File: src/rtl/counter_pkg.sv
// ---------------------------------------------------------------------------
// counter_pkg
// Shared encodings for the modulo-N up/down counter family.
//   MODE_WRAP / MODE_SAT : behaviour when the count sits on its terminal value
//   DIR_DOWN  / DIR_UP   : counting direction
// ---------------------------------------------------------------------------
package counter_pkg;

  localparam logic MODE_WRAP = 1'b0;
  localparam logic MODE_SAT  = 1'b1;

  localparam logic DIR_DOWN  = 1'b0;
  localparam logic DIR_UP    = 1'b1;

endpackage : counter_pkg

File: src/rtl/counter_next_logic.sv
// ---------------------------------------------------------------------------
// counter_next_logic
// Purely combinational next-count computation for a modulo-MODULUS counter.
// Ports:
//   count       in  WIDTH  current registered count
//   dir         in  1      1 = up, 0 = down
//   mode        in  1      0 = wrap at terminal, 1 = saturate at terminal
//   x           in  1      count enable
//   next_count  out WIDTH  count to register if counting is selected
//   at_terminal out 1      count equals terminal value for the current dir
//   wrap_event  out 1      a wrap happens if this next_count is taken
// ---------------------------------------------------------------------------
module counter_next_logic
  import counter_pkg::*;
#(
  parameter int WIDTH   = 2,
  parameter int MODULUS = 4
) (
  input  logic [WIDTH-1:0] count,
  input  logic             dir,
  input  logic             mode,
  input  logic             x,
  output logic [WIDTH-1:0] next_count,
  output logic             at_terminal,
  output logic             wrap_event
);

  // One guard bit so MODULUS-1+1 never silently folds back at 2**WIDTH.
  localparam logic [WIDTH:0] MAX_W  = (WIDTH+1)'(MODULUS - 1);
  localparam logic [WIDTH:0] ZERO_W = (WIDTH+1)'(0);
  localparam logic [WIDTH:0] ONE_W  = (WIDTH+1)'(1);

  logic [WIDTH:0] ext_s;
  logic [WIDTH:0] next_ext_s;

  assign ext_s      = {1'b0, count};
  assign next_count = WIDTH'(next_ext_s);

  // Terminal detection and next-count selection (wrap, saturate or step).
  always_comb begin
    next_ext_s  = ext_s;
    wrap_event  = 1'b0;
    at_terminal = 1'b0;

    if (dir == DIR_UP) begin
      at_terminal = (ext_s == MAX_W);
    end else begin
      at_terminal = (ext_s == ZERO_W);
    end

    if (!x) begin
      next_ext_s = ext_s;
    end else if (at_terminal) begin
      case (mode)
        MODE_WRAP: begin
          next_ext_s = (dir == DIR_UP) ? ZERO_W : MAX_W;
          wrap_event = 1'b1;
        end
        MODE_SAT: begin
          next_ext_s = ext_s;
        end
        default: begin
          next_ext_s = ext_s;
        end
      endcase
    end else if (dir == DIR_UP) begin
      next_ext_s = ext_s + ONE_W;
    end else begin
      next_ext_s = ext_s - ONE_W;
    end
  end

endmodule : counter_next_logic

File: src/rtl/mod_n_updown_counter.sv
// ---------------------------------------------------------------------------
// mod_n_updown_counter
// Modulo-MODULUS up/down counter with enable, clamped parallel load,
// wrap/saturate mode, Mealy terminal-count flag and sticky overflow.
// Edge priority: reset > load > count > hold.
// Ports:
//   clk      in  1      rising-edge clock
//   reset    in  1      synchronous active-high reset
//   x        in  1      count enable
//   dir      in  1      1 = up, 0 = down
//   mode     in  1      0 = wrap, 1 = saturate
//   load     in  1      synchronous load strobe
//   load_val in  WIDTH  load value (clamped to MODULUS-1)
//   out      out WIDTH  registered count
//   z        out 1      combinational terminal-count flag
//   ovf      out 1      sticky wrap flag, cleared by reset or load
// ---------------------------------------------------------------------------
module mod_n_updown_counter
  import counter_pkg::*;
#(
  parameter int WIDTH   = 2,
  parameter int MODULUS = 4
) (
  input  logic             clk,
  input  logic             reset,
  input  logic             x,
  input  logic             dir,
  input  logic             mode,
  input  logic             load,
  input  logic [WIDTH-1:0] load_val,
  output logic [WIDTH-1:0] out,
  output logic             z,
  output logic             ovf
);

  if ((MODULUS < 2) || (MODULUS > (2 ** WIDTH))) begin : g_bad_modulus
    $error("mod_n_updown_counter: MODULUS must satisfy 2 <= MODULUS <= 2**WIDTH");
  end

  localparam logic [WIDTH:0]   MAX_W = (WIDTH+1)'(MODULUS - 1);
  localparam logic [WIDTH-1:0] MAX_N = WIDTH'(MODULUS - 1);

  logic [WIDTH-1:0] count_r;
  logic             ovf_r;
  logic [WIDTH-1:0] next_count_s;
  logic             at_terminal_s;
  logic             wrap_event_s;
  logic [WIDTH-1:0] load_clamped_s;

  counter_next_logic #(
    .WIDTH   (WIDTH),
    .MODULUS (MODULUS)
  ) u_next (
    .count       (count_r),
    .dir         (dir),
    .mode        (mode),
    .x           (x),
    .next_count  (next_count_s),
    .at_terminal (at_terminal_s),
    .wrap_event  (wrap_event_s)
  );

  // Out-of-range load values saturate to the top of the count range.
  always_comb begin
    load_clamped_s = load_val;
    if ({1'b0, load_val} > MAX_W) begin
      load_clamped_s = MAX_N;
    end else begin
      load_clamped_s = load_val;
    end
  end

  // Count and overflow registers with reset > load > count > hold priority.
  always_ff @(posedge clk) begin
    if (reset) begin
      count_r <= {WIDTH{1'b0}};
      ovf_r   <= 1'b0;
    end else if (load) begin
      count_r <= load_clamped_s;
      ovf_r   <= 1'b0;
    end else if (x) begin
      count_r <= next_count_s;
      ovf_r   <= ovf_r | wrap_event_s;
    end else begin
      count_r <= count_r;
      ovf_r   <= ovf_r;
    end
  end

  assign out = count_r;
  assign ovf = ovf_r;
  // Mealy flag: high in the cycle whose edge will wrap or saturate.
  assign z   = x & ~reset & ~load & at_terminal_s;

endmodule : mod_n_updown_counter

File: config.mk
export PLATFORM = sky130hd
export DESIGN_NAME = mod_n_updown_counter
export DESIGN_NICKNAME = d
export VERILOG_FILES = /design/src/rtl/counter_pkg.sv /design/src/rtl/counter_next_logic.sv /design/src/rtl/mod_n_updown_counter.sv
export SDC_FILE = /design/constraint.sdc
export NUM_CORES = 1
export LEC_CHECK = 0
export CAP_MARGIN = 10
export CORE_AREA = 3 3 40 42
export CTS_CLUSTER_DIAMETER = 120
export DETAILED_ROUTE_END_ITERATION = 7
export DIE_AREA = 0 0 43 45
export GPL_ROUTABILITY_DRIVEN = 0
export PLACE_DENSITY = 0.49
export REMOVE_ABC_BUFFERS = 1
export SKIP_LAST_GASP = 1
export SYNTH_ARGS = -nofsm -noshare
export SYNTH_HDL_FRONTEND = slang
export SYNTH_SLANG_ARGS = --single-unit
File: constraint.sdc
create_clock -name clk -period 1.9 [get_ports clk]
set_input_delay 0.38 -clock clk [delete_from_list [all_inputs] [get_ports clk]]
set_output_delay 0.38 -clock clk [all_outputs]
set_load 0.005 [all_outputs]
==> results.md, run 1 <==
* Outcome: complete, no violations
* Area of the core at approximately 1300 µm²
* Initial cell density of the core at 0.188
* # clock sinks at 3
* Final setup skew at 2.76 ps
* Number of maximum-capacitance violations at 0
* Total setup buffers inserted after CTS at 0
* Worst Path Arrival at ~1500 ps
* Worst setup margin at ~50 ps
* Max FO, Critical Path at 2
* Final antenna diode count at 0
* Area grow syn2layout at 81.9%
* Number of flops mapped to enable cells by yosys at 0
* Predominant post-synthesis flop cell: dfxtp_1
* Mean post-synth cell area at roughly 8.9 µm²
* Clock latency reported for the late side of the worst-skew pair at 230 ps
* Vias in the first global route at 264
* Slowest cell delay on critical path at roughly 350 ps
* Buffers on Ports at 11
* Initial drt markers at 0
* Global router's overall resource usage at 0.0797
* Proportion of layout cells with a drive suffix above 1 at 0.313
* First-pass GRT wire length at 1090 µm
* Std-Cell Rows at 13
* Fraction of the cycle the final worst path needs at 0.974
* Final design utilization at 0.342
* Commonest cells in the synthesized netlist: dfxtp_1, inv_1, a21oi_1, nand3_1, nor2_1
* Boundary pin count at 12
* Final hold slack at approximately 480 ps
* Power density of the placed cells at 575 nW/µm²
* Routed vias/inst at roughly 4.4
* Cell taking the most area after synthesis: dfxtp_1
* CTS Buf Count at 3
* Slowest library cell on the worst path: or3_4
* Chip height at 45 µm
* Setup crit end kind: output pin
* Setup slack after placement at -584 ps
* Final Cell Area at about 440 µm²
* DRC at 0
* DR pass1 iterations at 1
* Pin count of the biggest net entering global routing at 10
* Net count, final at 57
* Final HPWL from detailed placement at ~570 µm
* ANT nets after route at 0
* Area share of the leading cell type in the synthesized netlist at 0.249
* Overflow after GRT at 0
* RSZ-0062 raised after global routing: no
* Kind of critical path: primary input to output pin
* Post-DP Area at roughly 400 µm²
* Average wire per standard cell at around 11 µm
* Max-slew headroom at 0.823
* Cell Count, Final, Fillers Out at 63
* Total detailed-routing wirelength at 686 µm
* Cell-by-cell trace of the critical path: dlygate4sd2_1, or3_4, a2111oi_4, buf_2
* Maximum achievable frequency at 540 MHz
* Antenna violations before repair at 0
* Kind of start point of the critical path: primary input
* Worst EP required at 1520 ps
* Number of failing setup endpoints in the final timing report at 0
* Clk slew on worst S/H paths at ~40 ps
* Clock tree from TritonCTS: built
* Filler cells at between 100 and 150
* Actual slew at the worst max-slew pin at 266 ps
* Number of cells in the design after placement at ~60
* Static leakage power at about 0.00018 µW
* Post-synthesis async set-or-reset flop share at 0
* Netlist Area Pre-Place at approximately 240 µm²
* Final slew viol count at 0
* Synthesized instance count at 27
* Clock period minus final worst setup slack at 1850 ps
* Final hold violations at 0
* Top area cells in the synthesized netlist: dfxtp_1, a2111oi_4, and4b_2, buf_6, inv_1
* Register area share after synthesis at 0.249
* Die Area at slightly below 2000 µm²
* H-tree depth at 1
* Peak supply drop at roughly 0.25 mV
* Via count at about 280
* Clock root buffer: clkbuf_4
* Count of different cell masters after synthesis at 20
* Yosys warnings at 0
* Tightest Hold Check Type: flip-flop to flip-flop
* Width of the die at around 43 µm
* Number of buffers on the longest clock path at 2
* #FFs+latches synth at 3
## what timing repair did
action,CTS,global route
resized for setup,8,0
endpoints found under the setup margin,1,0
hold buffers,0,0
## cell usage in the layout, fill, tap and decap left out, drive strengths merged
| cell | synthesis | routed |
|---|---|---|
| a21oi | 2 | 2 |
| nand2b | 1 | 1 |
| a2111oi | 1 | 1 |
| nand3 | 2 | 2 |
| a22o | 1 | 1 |
| dlygate4sd2 | 0 | 2 |
| nand2 | 1 | 1 |
| dfxtp | 3 | 3 |
| buf | 1 | 8 |
| clkdlybuf4s50 | 0 | 8 |
| a211oi | 1 | 1 |
| a31oi | 1 | 1 |
| a21o | 1 | 1 |
| or4b | 1 | 1 |
| nor2 | 2 | 2 |
| nor2b | 1 | 1 |
| and4b | 1 | 1 |
| a21boi | 1 | 1 |
| inv | 3 | 3 |
| or3 | 1 | 1 |
| a311oi | 1 | 1 |
| clkbuf | 0 | 4 |
| o31a | 1 | 1 |
## logic make-up (layout without fill, tap and decap cells)
| kind of cell | after synthesis | count (layout) | synth area share |
|---|---|---|---|
| simple gates | 10 | 10 | 0.275 |
| buf+inv | 4 | 25 | 0.0933 |
| compound gates | 10 | 10 | 0.384 |
| flops | 3 | 3 | 0.249 |
## flip-flops by register name, indices dropped and copies added (netlist names)
register and count:
ovf 1, out 2
## path summary, 6_finish.rpt
| path | from | to | slack, ps | cells past startpoint |
|---|---|---|---|---|
| min | ovf | ovf | 480 | 1 |
| max | dir | z | 50 | 4 |
| min reg2reg | ovf | ovf | 480 | 1 |
| max reg2reg | out[1] | out[1] | 450 | 4 |
## per-stage QoR
stage	setup TNS (ps)	power, µW
2_1_floorplan	0	96.2
3_3_place_gp	-618	143
3_5_place_dp	-641	144
4_1_cts	0	258
5_1_grt	0	269
6_report	0	253
## where the power goes
group / switching, µW / total [µW] / internal [µW]
Sequential: 1.93 / 69.3 / 67.4
Combinational: 30.0 / 73.2 / 43.1
Clock: 31.5 / 110 / 78.6
## worst max-delay path, delay by kind of cell
kind | cells | cell delay [ps]
and+or+nand+nor | 1 | 350
buffers and inverters | 2 | 430
AOI/OAI and AO/OA | 1 | 310
## per-layer routing
layer  global-route usage  vias up  share of wire
li1                     -      144              -
met1               0.0861      125           0.41
met2                0.126       10           0.50
met3               0.0359        0          0.095
met4               0.0542        0              0
met5                    0        -              0
## layout make-up
cell class                      instances  area [µm²]  area share
Multi-Input combinational cell         20         164       0.373
Timing Repair Buffer                   18         159       0.362
Sequential cell                         3        60.1       0.137
Clock buffer                            4        26.3      0.0598
Inverter                                3        11.3      0.0256
Tap cell                               15        18.8      0.0427
Note: power is estimated with default switching activity, not from simulation.
==> inputs of run 2 (changes only) <==
Settings changed: CAP_MARGIN 10 to 0.
==> results of run 2 <==
No change in the layout: final DEF, timing and power equal those of run 1.
